[config.mk]
export PLATFORM = sky130hd
export DESIGN_NAME = dpd_conv_sched_flat
export DESIGN_NICKNAME = d
export VERILOG_FILES = /design/src/rtl/dpd_conv_sched_if.sv /design/src/rtl/dpd_conv_sched.sv /design/src/flat_wrapper.sv
export SDC_FILE = /design/constraint.sdc
export NUM_CORES = 1
export LEC_CHECK = 0
export ABC_AREA = 0
export CAP_MARGIN = 20
export CORE_MARGIN = 1.5
export CORE_UTILIZATION = 40
export CTS_CLUSTER_DIAMETER = 60
export DETAILED_ROUTE_END_ITERATION = 12
export PLACE_DENSITY_LB_ADDON = 0.25
export SYNTH_ARGS = -nofsm -noshare
export SYNTH_HDL_FRONTEND = slang
export SYNTH_SLANG_ARGS = --single-unit
[constraint.sdc]
create_clock -name clk -period 4.97 [get_ports clk]
set_input_delay 0.7455 -clock clk [delete_from_list [all_inputs] [get_ports clk]]
set_output_delay 0.7455 -clock clk [all_outputs]
set_load 0.01 [all_outputs]
[src/rtl/dpd_conv_sched_if.sv]
// Handshake bundle between the two requesters, the conversion engine and the result consumer.
// master: requester/consumer side (drives valid/data/fmt and rsp_ready).
// slave:  engine side (drives reqN_ready and the rsp_* result fields).
interface dpd_conv_sched_if;
  logic        req0_valid;
  logic        req0_ready;
  logic [11:0] req0_data;
  logic [3:0]  req0_fmt;
  logic        req1_valid;
  logic        req1_ready;
  logic [11:0] req1_data;
  logic [3:0]  req1_fmt;
  logic        rsp_valid;
  logic        rsp_ready;
  logic [11:0] rsp_data;
  logic [3:0]  rsp_flags;
  logic        rsp_err;
  logic        rsp_id;

  modport master (
    output req0_valid, req0_data, req0_fmt,
    output req1_valid, req1_data, req1_fmt,
    output rsp_ready,
    input  req0_ready, req1_ready,
    input  rsp_valid, rsp_data, rsp_flags, rsp_err, rsp_id
  );

  modport slave (
    input  req0_valid, req0_data, req0_fmt,
    input  req1_valid, req1_data, req1_fmt,
    input  rsp_ready,
    output req0_ready, req1_ready,
    output rsp_valid, rsp_data, rsp_flags, rsp_err, rsp_id
  );
endinterface

[src/rtl/dpd_conv_sched.sv]
// Shared two-port binary/BCD/DPD format converter, round-robin arbitrated, one op in flight.
// Latency: accept at T, rsp_valid at T+2 (bcd/dpd/reserved in) or T+11 (bin in; T+2 with FAST_BIN_EN).
// Backpressure: result held in DONE until rsp_ready; both reqN_ready stay low outside IDLE.
// Ports: clk, rst (sync, active-high); bus (dpd_conv_sched_if.slave): req0_*/req1_* valid/ready/data/fmt,
//        rsp_valid/rsp_ready/rsp_data/rsp_flags/rsp_err/rsp_id.
// Option: define FAST_BIN_EN for single-cycle divide-based binary->BCD instead of double-dabble.
module dpd_conv_sched #(
  parameter int DABBLE_CYCLES = 10
) (
  input  logic           clk,
  input  logic           rst,
  dpd_conv_sched_if.slave bus
);

  typedef enum logic [1:0] {IDLE, CONV, DONE} state_t;
  localparam logic [1:0] F_BIN = 2'b00, F_BCD = 2'b01, F_DPD = 2'b10, F_RSV = 2'b11;

  // Densely packed decimal encode of three BCD digits {abcd, efgh, ijkm}.
  function automatic logic [9:0] dpd_pack(input logic [11:0] d);
    logic [9:0] p;
    case ({d[11], d[7], d[3]})
      3'b000:  p = {d[10:8], d[6:4], 1'b0, d[2:0]};
      3'b001:  p = {d[10:8], d[6:4], 3'b100, d[0]};
      3'b010:  p = {d[10:8], d[2:1], d[4], 3'b101, d[0]};
      3'b100:  p = {d[2:1], d[8], d[6:4], 3'b110, d[0]};
      3'b110:  p = {d[2:1], d[8], 2'b00, d[4], 3'b111, d[0]};
      3'b101:  p = {d[6:5], d[8], 2'b01, d[4], 3'b111, d[0]};
      3'b011:  p = {d[10:8], 2'b10, d[4], 3'b111, d[0]};
      default: p = {2'b00, d[8], 2'b11, d[4], 3'b111, d[0]};
    endcase
    return p;
  endfunction

  // Densely packed decimal decode to {d2, d1, d0}.
  function automatic logic [11:0] dpd_unpack(input logic [9:0] p);
    logic [11:0] d;
    if (!p[3])
      d = {1'b0, p[9:7], 1'b0, p[6:4], 1'b0, p[2:0]};
    else begin
      case (p[2:1])
        2'b00: d = {1'b0, p[9:7], 1'b0, p[6:4], 3'b100, p[0]};
        2'b01: d = {1'b0, p[9:7], 3'b100, p[4], 1'b0, p[6:5], p[0]};
        2'b10: d = {3'b100, p[7], 1'b0, p[6:4], 1'b0, p[9:8], p[0]};
        default: begin
          case (p[6:5])
            2'b00:   d = {3'b100, p[7], 3'b100, p[4], 1'b0, p[9:8], p[0]};
            2'b01:   d = {3'b100, p[7], 1'b0, p[9:8], p[4], 3'b100, p[0]};
            2'b10:   d = {1'b0, p[9:7], 3'b100, p[4], 3'b100, p[0]};
            default: d = {3'b100, p[7], 3'b100, p[4], 3'b100, p[0]};
          endcase
        end
      endcase
    end
    return d;
  endfunction

  // One double-dabble iteration on {bcd[11:0], bin[9:0]}: add-3 correction then shift left.
  function automatic logic [21:0] dabble_step(input logic [21:0] s);
    logic [21:0] t;
    t = s;
    for (int i = 0; i < 3; i++)
      if (t[10+4*i +: 4] >= 4'd5) t[10+4*i +: 4] = t[10+4*i +: 4] + 4'd3;
    return {t[20:0], 1'b0};
  endfunction

  state_t      state_q, state_d;
  logic        last_q;               // 1: req1 granted last, so req0 wins the next tie
  logic        grant0, grant1, accept, rsp_valid_c;
  logic [11:0] sel_data;
  logic [3:0]  sel_fmt;
  logic [9:0]  bin_val;
  logic [21:0] dec_sh;
  logic [3:0]  dec_flags;
  logic        dec_err;
  logic [21:0] sh_q;                 // digits in [21:10]; [9:0] holds the unshifted binary bits
  logic [3:0]  flags_q;
  logic        err_q, id_q;
  logic [1:0]  ofmt_q;
  logic        conv_last;
  logic [11:0] digits, enc;
  logic [9:0]  bin_sum;
  logic [11:0] rsp_data_q;
  logic [3:0]  rsp_flags_q;
  logic        rsp_err_q, rsp_id_q;
`ifdef FAST_BIN_EN
  function automatic logic [11:0] bin_to_bcd_div(input logic [9:0] v);
    logic [9:0] h, t, o;
    h = v / 10'd100;
    t = (v / 10'd10) % 10'd10;
    o = v % 10'd10;
    return {h[3:0], t[3:0], o[3:0]};
  endfunction
`else
  logic        dec_bin, bin_q;
  logic [3:0]  cnt_q;
  logic [21:0] dab;
`endif

  // State register
  always_ff @(posedge clk) begin
    if (rst) state_q <= IDLE;
    else     state_q <= state_d;
  end

  // Next-state logic
  always_comb begin
    state_d = state_q;
    case (state_q)
      IDLE:    if (accept) state_d = CONV;
      CONV:    if (conv_last) state_d = DONE;
      DONE:    if (bus.rsp_ready) state_d = IDLE;
      default: state_d = IDLE;
    endcase
  end

  // Outputs: grants are combinational from both valids, only in IDLE
  always_comb begin
    grant0      = 1'b0;
    grant1      = 1'b0;
    rsp_valid_c = 1'b0;
    case (state_q)
      IDLE: begin
        grant0 = bus.req0_valid && (!bus.req1_valid || last_q);
        grant1 = bus.req1_valid && (!bus.req0_valid || !last_q);
      end
      DONE:    rsp_valid_c = 1'b1;
      default: ;
    endcase
  end

  assign accept         = grant0 | grant1;
  assign bus.req0_ready = grant0;
  assign bus.req1_ready = grant1;
  assign bus.rsp_valid  = rsp_valid_c;
  assign bus.rsp_data   = rsp_data_q;
  assign bus.rsp_flags  = rsp_flags_q;
  assign bus.rsp_err    = rsp_err_q;
  assign bus.rsp_id     = rsp_id_q;

  // Input decode of the granted request
  always_comb begin
    sel_data  = grant1 ? bus.req1_data : bus.req0_data;
    sel_fmt   = grant1 ? bus.req1_fmt  : bus.req0_fmt;
    bin_val   = sel_data[9:0];
    dec_sh    = '0;
    dec_flags = '0;
    dec_err   = 1'b0;
`ifndef FAST_BIN_EN
    dec_bin   = 1'b0;
`endif
    if (sel_fmt[3:2] == F_RSV || sel_fmt[1:0] == F_RSV) begin
      dec_err = 1'b1;
    end else begin
      case (sel_fmt[3:2])
        F_BIN: begin
          // Values 1000..1023 wrap into 0..23 with the overflow flag set.
          if (bin_val >= 10'd1000) begin
            bin_val   = bin_val - 10'd1000;
            dec_flags = 4'b0001;
          end
`ifdef FAST_BIN_EN
          dec_sh = {bin_to_bcd_div(bin_val), 10'd0};
`else
          dec_sh  = {12'd0, bin_val};
          dec_bin = 1'b1;
`endif
        end
        F_BCD: begin
          dec_sh       = {sel_data, 10'd0};
          dec_flags[2] = sel_data[11:8] > 4'd9;
          dec_flags[1] = sel_data[7:4]  > 4'd9;
          dec_flags[0] = sel_data[3:0]  > 4'd9;
          dec_flags[3] = |dec_flags[2:0];
        end
        F_DPD:   dec_sh = {dpd_unpack(sel_data[9:0]), 10'd0};
        default: ;
      endcase
    end
  end

  // Digit source on the CONV cycle; for binary the final dabble step is folded in here.
  always_comb begin
`ifdef FAST_BIN_EN
    conv_last = 1'b1;
    digits    = sh_q[21:10];
`else
    dab       = dabble_step(sh_q);
    conv_last = (cnt_q == 4'd1);
    digits    = bin_q ? dab[21:10] : sh_q[21:10];
`endif
    bin_sum = 10'(digits[11:8]) * 10'd100 + 10'(digits[7:4]) * 10'd10 + 10'(digits[3:0]);
    case (ofmt_q)
      F_BCD:   enc = digits;
      F_DPD:   enc = {2'b00, dpd_pack(digits)};
      F_BIN:   enc = {2'b00, bin_sum};
      default: enc = '0;
    endcase
  end

  // Datapath registers
  always_ff @(posedge clk) begin
    if (rst) begin
      last_q      <= 1'b1;
      sh_q        <= '0;
      flags_q     <= '0;
      err_q       <= 1'b0;
      id_q        <= 1'b0;
      ofmt_q      <= '0;
      rsp_data_q  <= '0;
      rsp_flags_q <= '0;
      rsp_err_q   <= 1'b0;
      rsp_id_q    <= 1'b0;
`ifndef FAST_BIN_EN
      bin_q       <= 1'b0;
      cnt_q       <= '0;
`endif
    end else begin
      if (accept) begin
        last_q  <= grant1;
        id_q    <= grant1;
        sh_q    <= dec_sh;
        flags_q <= dec_flags;
        err_q   <= dec_err;
        ofmt_q  <= sel_fmt[1:0];
`ifndef FAST_BIN_EN
        bin_q   <= dec_bin;
        cnt_q   <= dec_bin ? 4'(DABBLE_CYCLES) : 4'd1;
`endif
      end
      if (state_q == CONV) begin
`ifndef FAST_BIN_EN
        if (bin_q) sh_q <= dab;
        cnt_q <= cnt_q - 4'd1;
`endif
        if (conv_last) begin
          rsp_data_q  <= err_q ? 12'd0 : enc;
          rsp_flags_q <= err_q ? 4'd0  : flags_q;
          rsp_err_q   <= err_q;
          rsp_id_q    <= id_q;
        end
      end
    end
  end

endmodule
[src/flat_wrapper.sv]
// flat-port wrapper written by rule: the top's interface ports become plain ports
module dpd_conv_sched_flat 
#(
  parameter int DABBLE_CYCLES = 10
)
  (clk, rst, bus_req0_valid, bus_req0_data, bus_req0_fmt, bus_req1_valid, bus_req1_data, bus_req1_fmt, bus_rsp_ready, bus_req0_ready, bus_req1_ready, bus_rsp_valid, bus_rsp_data, bus_rsp_flags, bus_rsp_err, bus_rsp_id);
  dpd_conv_sched_if bus_i ();
  input  logic clk;
  input  logic rst;
  input wire logic [$bits(bus_i.req0_valid)-1:0] bus_req0_valid;
  input wire logic [$bits(bus_i.req0_data)-1:0] bus_req0_data;
  input wire logic [$bits(bus_i.req0_fmt)-1:0] bus_req0_fmt;
  input wire logic [$bits(bus_i.req1_valid)-1:0] bus_req1_valid;
  input wire logic [$bits(bus_i.req1_data)-1:0] bus_req1_data;
  input wire logic [$bits(bus_i.req1_fmt)-1:0] bus_req1_fmt;
  input wire logic [$bits(bus_i.rsp_ready)-1:0] bus_rsp_ready;
  output wire logic [$bits(bus_i.req0_ready)-1:0] bus_req0_ready;
  output wire logic [$bits(bus_i.req1_ready)-1:0] bus_req1_ready;
  output wire logic [$bits(bus_i.rsp_valid)-1:0] bus_rsp_valid;
  output wire logic [$bits(bus_i.rsp_data)-1:0] bus_rsp_data;
  output wire logic [$bits(bus_i.rsp_flags)-1:0] bus_rsp_flags;
  output wire logic [$bits(bus_i.rsp_err)-1:0] bus_rsp_err;
  output wire logic [$bits(bus_i.rsp_id)-1:0] bus_rsp_id;
  assign bus_i.req0_valid = bus_req0_valid;
  assign bus_i.req0_data = bus_req0_data;
  assign bus_i.req0_fmt = bus_req0_fmt;
  assign bus_i.req1_valid = bus_req1_valid;
  assign bus_i.req1_data = bus_req1_data;
  assign bus_i.req1_fmt = bus_req1_fmt;
  assign bus_i.rsp_ready = bus_rsp_ready;
  assign bus_req0_ready = bus_i.req0_ready;
  assign bus_req1_ready = bus_i.req1_ready;
  assign bus_rsp_valid = bus_i.rsp_valid;
  assign bus_rsp_data = bus_i.rsp_data;
  assign bus_rsp_flags = bus_i.rsp_flags;
  assign bus_rsp_err = bus_i.rsp_err;
  assign bus_rsp_id = bus_i.rsp_id;
  dpd_conv_sched #(.DABBLE_CYCLES(DABBLE_CYCLES)) u_core (.clk(clk), .rst(rst), .bus(bus_i));
endmodule
---- After elaboration in Yosys (flattened, before gate mapping) ----
Index checks and enable logic that the tools add are counted.
storage, ports and cells
  register bits after elaboration ......... 56
  bits of input ports ..................... 37
  output and inout bits ................... 21
  logic and storage cells ................. 105
operators by class
  add/subtract/negate cells ............... 7
  multipliers ............................. 2
  magnitude comparators ................... 7
  equal/unequal tests ..................... 22
  muxes and demuxes ....................... 35
  bitwise operators ....................... 1
  reductions and logical operators ........ 18
operators by type and width
  operator                                                            number
  case mux 12 bit (3 select lines)                                    3
  two-way mux 22 bit                                                  4
  case mux 10 bit (7 select lines)                                    1
  case mux 22 bit (3 select lines)                                    1
  two-way mux 12 bit                                                  4
  two-way mux 4 bit                                                   8
  equality test 2 bit (second input constant)                         7
  greater-or-equal comparator 4 x 3 -> 1 bit (second input constant)  3
  > comparator 4 bit (second input constant)                          3
  adder 10 x 4 -> 10 bit                                              1
  adder 10 x 8 -> 10 bit                                              1
  equality test 2 x 1 -> 1 bit (second input constant)                5
  greater-or-equal comparator 10 bit (second input constant)          1
  logical NOT 2 bit                                                   5
  two-way mux 10 bit                                                  1
  subtractor 10 bit (second input constant)                           1
  equality test 3 bit (second input constant)                         3
  adder 4 x 2 -> 4 bit (second input constant)                        2
  multiplier 4 x 5 -> 8 bit (second input constant)                   1
  case mux 4 bit (2 select lines)                                     1
  multiplier 4 x 3 -> 7 bit (second input constant)                   1
  two-way mux 1 bit                                                   7
  equality test 3 x 2 -> 1 bit (second input constant)                2
  two-way mux 2 bit                                                   3
  other kinds (17)                                                    23

---- Longest topological paths before layout ----
Gate-level depths: netlist of the first run.
  depth after elaboration ................. 14
  depth in mapped cells ................... 18
  mapped depth without buffers ............ 18

---- Worst setup path after synthesis of the first run ----
No wires, ideal clock.
  path kind ............................... register to register
  from .................................... register u_core.sh_q[15]
  to ...................................... register u_core.rsp_data_q[9], in the netlist u_core.bus.rsp_data[9]
  setup time .............................. 130 ps
  data arrival time ....................... 3,905 ps
  required time ........................... 4,840 ps
  slack ................................... 935 ps
  cell stages (with the launch flop) ...... 18
  path buffers ............................ 0
  period minus slack after synthesis ...... 4,035 ps
  cells stage by stage .................... dfxtp_1 -> inv_1 -> ha_1 -> nand2b_1 -> and4_1 -> nor3_1 -> inv_1 -> ha_1 -> ha_1 -> fa_1 -> xnor2_1 -> ha_1 -> ha_1 -> or3_1 -> o22ai_1 -> xnor2_1 -> a221oi_1 -> o21ai_0
on the way
  word-level cells in the longest chain between the ends .. 8
RTL lines
  element                                                                             RTL line               source
  start, declared                                                                     dpd_conv_sched.sv:75   logic [21:0] sh_q;
  start signal, assigned                                                              dpd_conv_sched.sv:221  sh_q <= dec_sh;
  adder 4 x 2 -> 4 bit or greater-or-equal comparator 4 x 3 -> 1 bit (tied branches)  dpd_conv_sched.sv:62   if (t[10+4*i +: 4] >= 4'd5) t[10+4*i +: 4] = t[10+4*i +: 4] + 4'd3;
  two-way mux 4 bit                                                                   dpd_conv_sched.sv:62
  two-way mux 12 bit (*)                                                              dpd_conv_sched.sv:189  digits = bin_q ? dab[21:10] : sh_q[21:10];
  multiplier 4 x 5 -> 8 bit or multiplier 4 x 3 -> 7 bit (tied branches)              dpd_conv_sched.sv:191  bin_sum = 10'(digits[11:8]) * 10'd100 + 10'(digits[7:4]) * 10'd10 + 10'(digits[3:0]);
  adder 10 x 8 -> 10 bit                                                              dpd_conv_sched.sv:191
  adder 10 x 4 -> 10 bit                                                              dpd_conv_sched.sv:191
  case mux 12 bit (3 select lines) (*)                                                dpd_conv_sched.sv:192  case (ofmt_q)
  two-way mux 12 bit (*)                                                              dpd_conv_sched.sv:236  rsp_data_q <= err_q ? 12'd0 : enc;
  end signal, assigned                                                                dpd_conv_sched.sv:236
  end, declared                                                                       dpd_conv_sched.sv:82   logic [11:0] rsp_data_q;
Every way passes the cells marked *; elsewhere a longest branch is shown, timed or not.
A chain may end at the register's enable or synchronous reset.

---- Worst setup path in the final report of the first run ----
  from .................................... register u_core.sh_q[10]
  to ...................................... register u_core.rsp_data_q[6], in the netlist u_core.bus.rsp_data[6]
on the way
  word-level cells in the longest chain between the ends .. 8
RTL lines
  element                                                                             RTL line
  adder 4 x 2 -> 4 bit or greater-or-equal comparator 4 x 3 -> 1 bit (tied branches)  dpd_conv_sched.sv:62
  two-way mux 4 bit                                                                   dpd_conv_sched.sv:62
  two-way mux 12 bit (*)                                                              dpd_conv_sched.sv:189
  multiplier 4 x 3 -> 7 bit                                                           dpd_conv_sched.sv:191
  adder 10 x 8 -> 10 bit                                                              dpd_conv_sched.sv:191
  adder 10 x 4 -> 10 bit                                                              dpd_conv_sched.sv:191
  case mux 12 bit (3 select lines) (*)                                                dpd_conv_sched.sv:192
  two-way mux 12 bit (*)                                                              dpd_conv_sched.sv:236
Marked as above.

==> flow_summary.yaml, run 1 <==
critical_path:
  critPathKind: "reg -> reg"
  worstPathMaxFanout: 7
  cp.required_ps: 5160
  crit_path_start_kind: "flop"
  end_kind: "flop"
  arrival_ps: 4580
  timing.reg2reg.setup_slack_ps: 580
synthesis:
  netlist_area_sq_um: 4650
  synth_nets: 669
  ys_warn_count: 0
  synth_area_leaders: "dfxtp_1, ha_1, a21oi_1"
  ys.flop_type: "dfxtp_1"
  synth-seq-cells: 56
  async_flop_share_pct: 0
  yosysTopAreaCell: "dfxtp_1"
  synth_top_cell_area_share_pct: 24.1
  synthCells: 595
  synth_edf_count: 0
  ys_types: 77
  seq_area_frac_synth_pct: 24.1
  avgSynthCellArea_sq_um: 7.82
floorplanning:
  core_area_sq_um: 11400
  die_h_um: 111
  pin_count: 58
  die_x_um: 111
  start_util_pct: 40.9
  num_rows: 39
  die_area_sq_um: 12300
routing:
  wl_per_cell_um: 17.7
  firstDrtPassIters: 5
  dr_total_vias: 4743
  drt_iter0_drc: 297
  drc: 0
  viasPerCell: 6.10
  drtAntennaViolNets: 0
  routed_wl_um: 13800
place:
  detailed_place_hpwl_um: 10500
  dp_cells: 769
  place_congestion: 0.926
  io_buffers: 57
  pre_cts_ws_ps: 632
global_routing:
  gr-usage-all-layers_pct: 22.2
  grt_pass1_wl_um: 22600
  antenna_found_initial: 0
  grt_start_max_net_pins: 60
  overflow: 0
  grt_pass1_vias: 4571
clock_network:
  cts-root-buf: "clkbuf_16"
  h-tree-depth: 2
  post_cts_buffers: 0
  ctsResizeCount: 0
  clock_path_buffers: 2
  cts_tree: "built"
  cts_inserted_buffers: 5
  hold_buffers: 0
  clkSlewWorstSetupHoldPaths_ps: 80
  clk_latency_ps: 300
  cts_sinks: 56
flow_run:
  maxCapViolations: 0
sta:
  min_period_ps: 4390
  max_slew.worst_pin.slew_ps: 868
  whs_ps: 455
  slew_violations: 0
  slew_headroom_pct: 42.1
  period_share_pct: 88.4
  final.setup.worst_slack_ps: 579
  grt_setup_unrepaired: "false"
  finalSetupTns_ps: 0
  finClkSkew_ps: 5.76
  fmax_mhz: 228
  finalHoldViolations: 0
  finalSetupViolations: 0
pwr:
  powerDensity_nw_per_um2: 252
  p_leak_nw: 2.08
  vdd_drop_max_v: 0.000142
finish:
  synthToLayoutAreaGrowth_pct: 16.8
  nets: 708
  fin_cells: 778
  finish.utilization_pct: 47.8
  fillerInstances: 1096
  drive_gt1_share_pct: 6.77
  num_antenna_cells: 0
run_status:
  outcome: "completed"
hold_path:
  hold_class: "reg -> reg"
[cell usage after synthesis (3+ instances only)]
cell and count:
nand2b_1 15, a311oi_1 5, and2_1 5, xor2_1 3
o21a_1 5, nand4_1 3, dfxtp_1 56, nor3b_1 5
a21oi_1 49, or2_2 3, a211oi_1 12, nand3b_1 5
a221oi_1 9, o31ai_1 4, o2111ai_1 4, nor3_1 23
xnor2_1 9, or3_1 4, fa_1 5, a22oi_1 11
ha_1 32, o211ai_1 10, o21ai_0 31, nand2_1 53
nand3_1 14, clkbuf_1 14, a211o_1 3, mux2i_1 17
buf_4 3, nor2_1 59, mux2_2 5, inv_1 31
o21ai_1 3, nor2b_1 11, o221ai_1 4, o22ai_1 6
buf_2 10, a31oi_1 8
[where the power goes]
group	switching [mW]	internal, mW	total, mW
clock network	0.188	0.192	0.380
logic	0.285	0.187	0.472
registers	0.0403	0.476	0.516
[state kept, by name, summed over array words and instances (netlist names), 2 cells and up]
register              flops
u_core.bus.rsp_data      12
u_core.ofmt_q             2
u_core.flags_q            4
u_core.cnt_q              4
u_core.state_q            2
u_core.sh_q              22
u_core.bus.rsp_flags      4
[worst paths after layout]
kind         depth (start not counted)                             endpoint                                start
min reg2reg                          2  u_core.bus.rsp_data[3]$_SDFFE_PP0P_  u_core.bus.rsp_data[3]$_SDFFE_PP0P_
max                                 16  u_core.bus.rsp_data[6]$_SDFFE_PP0P_           u_core.sh_q[10]$_SDFF_PP0_
min                                  2  u_core.bus.rsp_data[3]$_SDFFE_PP0P_  u_core.bus.rsp_data[3]$_SDFFE_PP0P_
max reg2reg                         16  u_core.bus.rsp_data[6]$_SDFFE_PP0P_           u_core.sh_q[10]$_SDFF_PP0_
[layer usage]
layer  routed length, um  global-route usage [%]  vias to the layer above
met2                6720                    38.5                      187
met4                 298                    6.50                        0
li1                    -                       -                     2268
met3                 776                    3.01                       27
met5                   0                       0                        -
met1                5970                    28.8                     2261
[per-stage QoR]
stage | cell area, sq um | power (mW)
floorplan | 4650 | 0.845
global placement | 5260 | 0.980
detailed placement | 5260 | 0.990
CTS | 5420 | 1.37
global route | 5440 | 1.44
finish | 5440 | 1.37
[worst max-delay path, stage by stage (launching register included)]
cell and delay (ps):
dfxtp_1 460, inv_1 100, ha_1 260, and2b_1 220, or3_1 340, a31oi_1 340
ha_1 220, ha_1 180, fa_1 430, ha_1 310, ha_1 370, o21a_1 200
o31ai_1 90, nand2_1 110, o221ai_1 210, nor4_1 100, a2111oi_1 360
[final cells by class]
| cell class | instances | area (sq um) | share of cell area [%] |
|---|---|---|---|
| Clock buffer | 5 | 125 | 2.30 |
| Clock inverter | 3 | 27.5 | 0.506 |
| Inverter | 33 | 129 | 2.37 |
| Multi-Input combinational cell | 475 | 3230 | 59.4 |
| Sequential cell | 56 | 1120 | 20.6 |
| Tap cell | 143 | 179 | 3.29 |
| Timing Repair Buffer | 63 | 623 | 11.5 |
[placed cells by master (no fill, tap or decap), drive strengths merged, types with 6 or more instances in the layout]
cell and instances:
a211oi 13, a21oi 50, a221oi 9, a22oi 13
a31oi 8, buf 7, clkdlybuf4s50 56, dfxtp 56
ha 32, inv 34, mux2 6, mux2i 19
nand2 54, nand2b 15, nand3 16, nor2 60
nor2b 11, nor3 23, o211ai 10, o21ai 35
o22ai 6, xnor2 9
[kinds of logic (layout without fill, tap and decap cells)]
logic type	after synthesis	after routing	share of synthesized area (%)
buf+inv	64	104	6.45
xor+xnor	12	12	2.26
flops	56	56	24.1
fa+ha+maj	37	37	10.8
compound gates	191	191	28.4
simple gates	210	210	22.1
mux	25	25	5.97
No activity file was read; power rests on OpenSTA's default activity.
==> run 2: changes to the inputs <==
Settings changed: CORE_MARGIN 1.5 to 3, CTS_CLUSTER_SIZE from default to 8.
==> flow_summary.yaml, run 2 (synthesized netlist as in run 1, its figures left out) <==
pwr:
  power_frac_comb_pct: 34.8
  p_leak_nw: 2.08
  clockPowerShare_pct: 26.9
  p_switching_uw: 492
  swShare_pct: 36.7
  p_seq_share_pct: 38.4
  vdd_drop_max_v: 0.000145
  intPower_uw: 849
  powerDensity_nw_per_um2: 247
finish:
  num_antenna_cells: 0
  final_common_cell: "nor2_1"
  finish.utilization_pct: 48.9
  regArea_sq_um: 1120
  largest_reg_flops: 22
  nets: 708
  multiInputGateArea_sq_um: 3240
  drive_gt1_share_pct: 6.93
  final_cell_mix: "nor2_1, clkdlybuf4s50_1, dfxtp_1, nand2_1, a21oi_1"
  synthToLayoutAreaGrowth_pct: 16.5
  fillerInstances: 1094
  largest-register: "u_core.sh_q"
critical_path:
  critPathKind: "reg -> reg"
  path_cells: "inv_1 -> ha_1 -> and2b_1 -> or3_1 -> a31oi_1 -> ha_1 -> ha_1 -> fa_1 -> ha_1 -> ha_1 -> o21a_1 -> o31ai_1 -> nand2_1 -> o221ai_1 -> nor4_1 -> a2111oi_1"
  worst_path_max_delay_cell: "dfxtp_1"
  crit_family: "adder cells"
  critPathMaxStageDelay_ps: 470
  cpMostUsedCell: "ha_1"
  crit_path_start_kind: "flop"
  timing.reg2reg.setup_slack_ps: 550
  r2r_cells: 16
  cp.required_ps: 5140
  regToRegEndpoint: "u_core.bus.rsp_data[6]$_SDFFE_PP0P_"
  end_kind: "flop"
  worstPathMaxFanout: 7
  arrival_ps: 4590
  crit_buf_inv: 1
  rr_startpoint: "u_core.sh_q[10]$_SDFF_PP0_"
sta:
  grt_setup_unrepaired: "false"
  max_slew.worst_pin.slew_ps: 785
  finalHoldViolations: 0
  finalSetupViolations: 0
  slew_violations: 0
  finClkSkew_ps: 6.30
  min_period_ps: 4420
  slew_headroom_pct: 47.5
  period_share_pct: 88.9
  finalSetupTns_ps: 0
  fmax_mhz: 226
global_routing:
  grt_start_max_net_pins: 41
  grt_pass1_wl_um: 22200
  grt_pass1_vias: 4407
  overflow: 0
  antenna_found_initial: 0
  gr-usage-all-layers_pct: 20.7
run_status:
  outcome: "completed"
hold_path:
  hold_class: "reg -> reg"
  hold_path_end: "u_core.bus.rsp_data[4]$_SDFFE_PP0P_"
  min-delay-start: "u_core.bus.rsp_data[4]$_SDFFE_PP0P_"
  hold_depth: 2
routing:
  viasPerCell: 5.97
  drt_iter0_drc: 492
  dr_total_vias: 4623
  drtAntennaViolNets: 0
  routed_wl_um: 13600
  wl_per_cell_um: 17.6
  drc: 0
  firstDrtPassIters: 7
floorplanning:
  die_x_um: 114
  die_area_sq_um: 13000
  start_util_pct: 42.0
  num_rows: 38
  pin_count: 58
  die_h_um: 114
  core_area_sq_um: 11100
place:
  io_buffers: 57
  place_congestion: 0.914
  detailed_place_hpwl_um: 10500
flow_run:
  maxCapViolations: 0
clock_network:
  clock_path_buffers: 2
  cts_inserted_buffers: 5
  clkSlewWorstSetupHoldPaths_ps: 80
  cts_sinks: 56
  cts_tree: "built"
  h-tree-depth: 2
  clk_latency_ps: 300
  cts-root-buf: "clkbuf_16"
  post_cts_buffers: 0
-- run 2: layer usage --
layer  share of wire (%)  global-route usage [%]  up-vias
li1                    -                       -     2272
met3                 6.3                    2.76       15
met2                  45                    33.0      178
met1                  47                    29.6     2158
met4                 1.7                    5.23        0
met5                   0                       0        -
-- run 2: worst max-delay path by stage --
stage,cells past startpoint,end,slack (ps),from
floorplan,17,u_core.bus.rsp_data[9]$_SDFFE_PP0P_,930,u_core.sh_q[15]$_SDFF_PP0_
global placement,18,u_core.bus.rsp_data[9]$_SDFFE_PP0P_,660,u_core.sh_q[14]$_SDFF_PP0_
detailed placement,18,u_core.bus.rsp_data[9]$_SDFFE_PP0P_,420,u_core.sh_q[14]$_SDFF_PP0_
CTS,18,u_core.bus.rsp_data[9]$_SDFFE_PP0P_,410,u_core.sh_q[14]$_SDFF_PP0_
global route,16,u_core.bus.rsp_data[9]$_SDFFE_PP0P_,220,u_core.sh_q[19]$_SDFF_PP0_
finish,16,u_core.bus.rsp_data[6]$_SDFFE_PP0P_,550,u_core.sh_q[10]$_SDFF_PP0_
-- run 2: layout make-up --
type                       count  area share (%)
clock buffer                   5            2.31
timing repair buffer          63            11.3
tap                          140            3.23
sequential                    56            20.7
multi-input combinational    475            59.7
clock inverter                 3           0.393
inverter                      33            2.38
-- run 2: what timing repair did --
action | in CTS | in global routing
setup endpoints to repair | 0 | 1
resized for setup | 0 | 1
endpoints found under the hold margin | 0 | 0
hold buffers | 0 | 0
-- run 2: power groups by stage --
stage	combinational, mW	clock [mW]	sequential (mW)
6_report	0.466	0.360	0.514
5_1_grt	0.516	0.390	0.520
4_1_cts	0.462	0.366	0.514
3_5_place_dp	0.458	0	0.524
3_3_place_gp	0.449	0	0.522
2_1_floorplan	0.340	0	0.505
-- run 2: tightest hold or removal path: stages (launching register included) --
cell     delay, ps
dfxtp_1        310
nand2_1         60
a21oi_1         50
-- run 2: stage by stage --
stage                     power, mW  setup slack, ps  cells  instance area (sq um)  hold slack [ps]
after floorplan               0.845              935    595                   4650              449
after global routing           1.43              223    775                   5420              493
after CTS                      1.34              410    775                   5410              476
final                          1.34              553    775                   5420              469
after global placement        0.972              660    767                   5270              441
after detailed placement      0.982              424    767                   5270              466
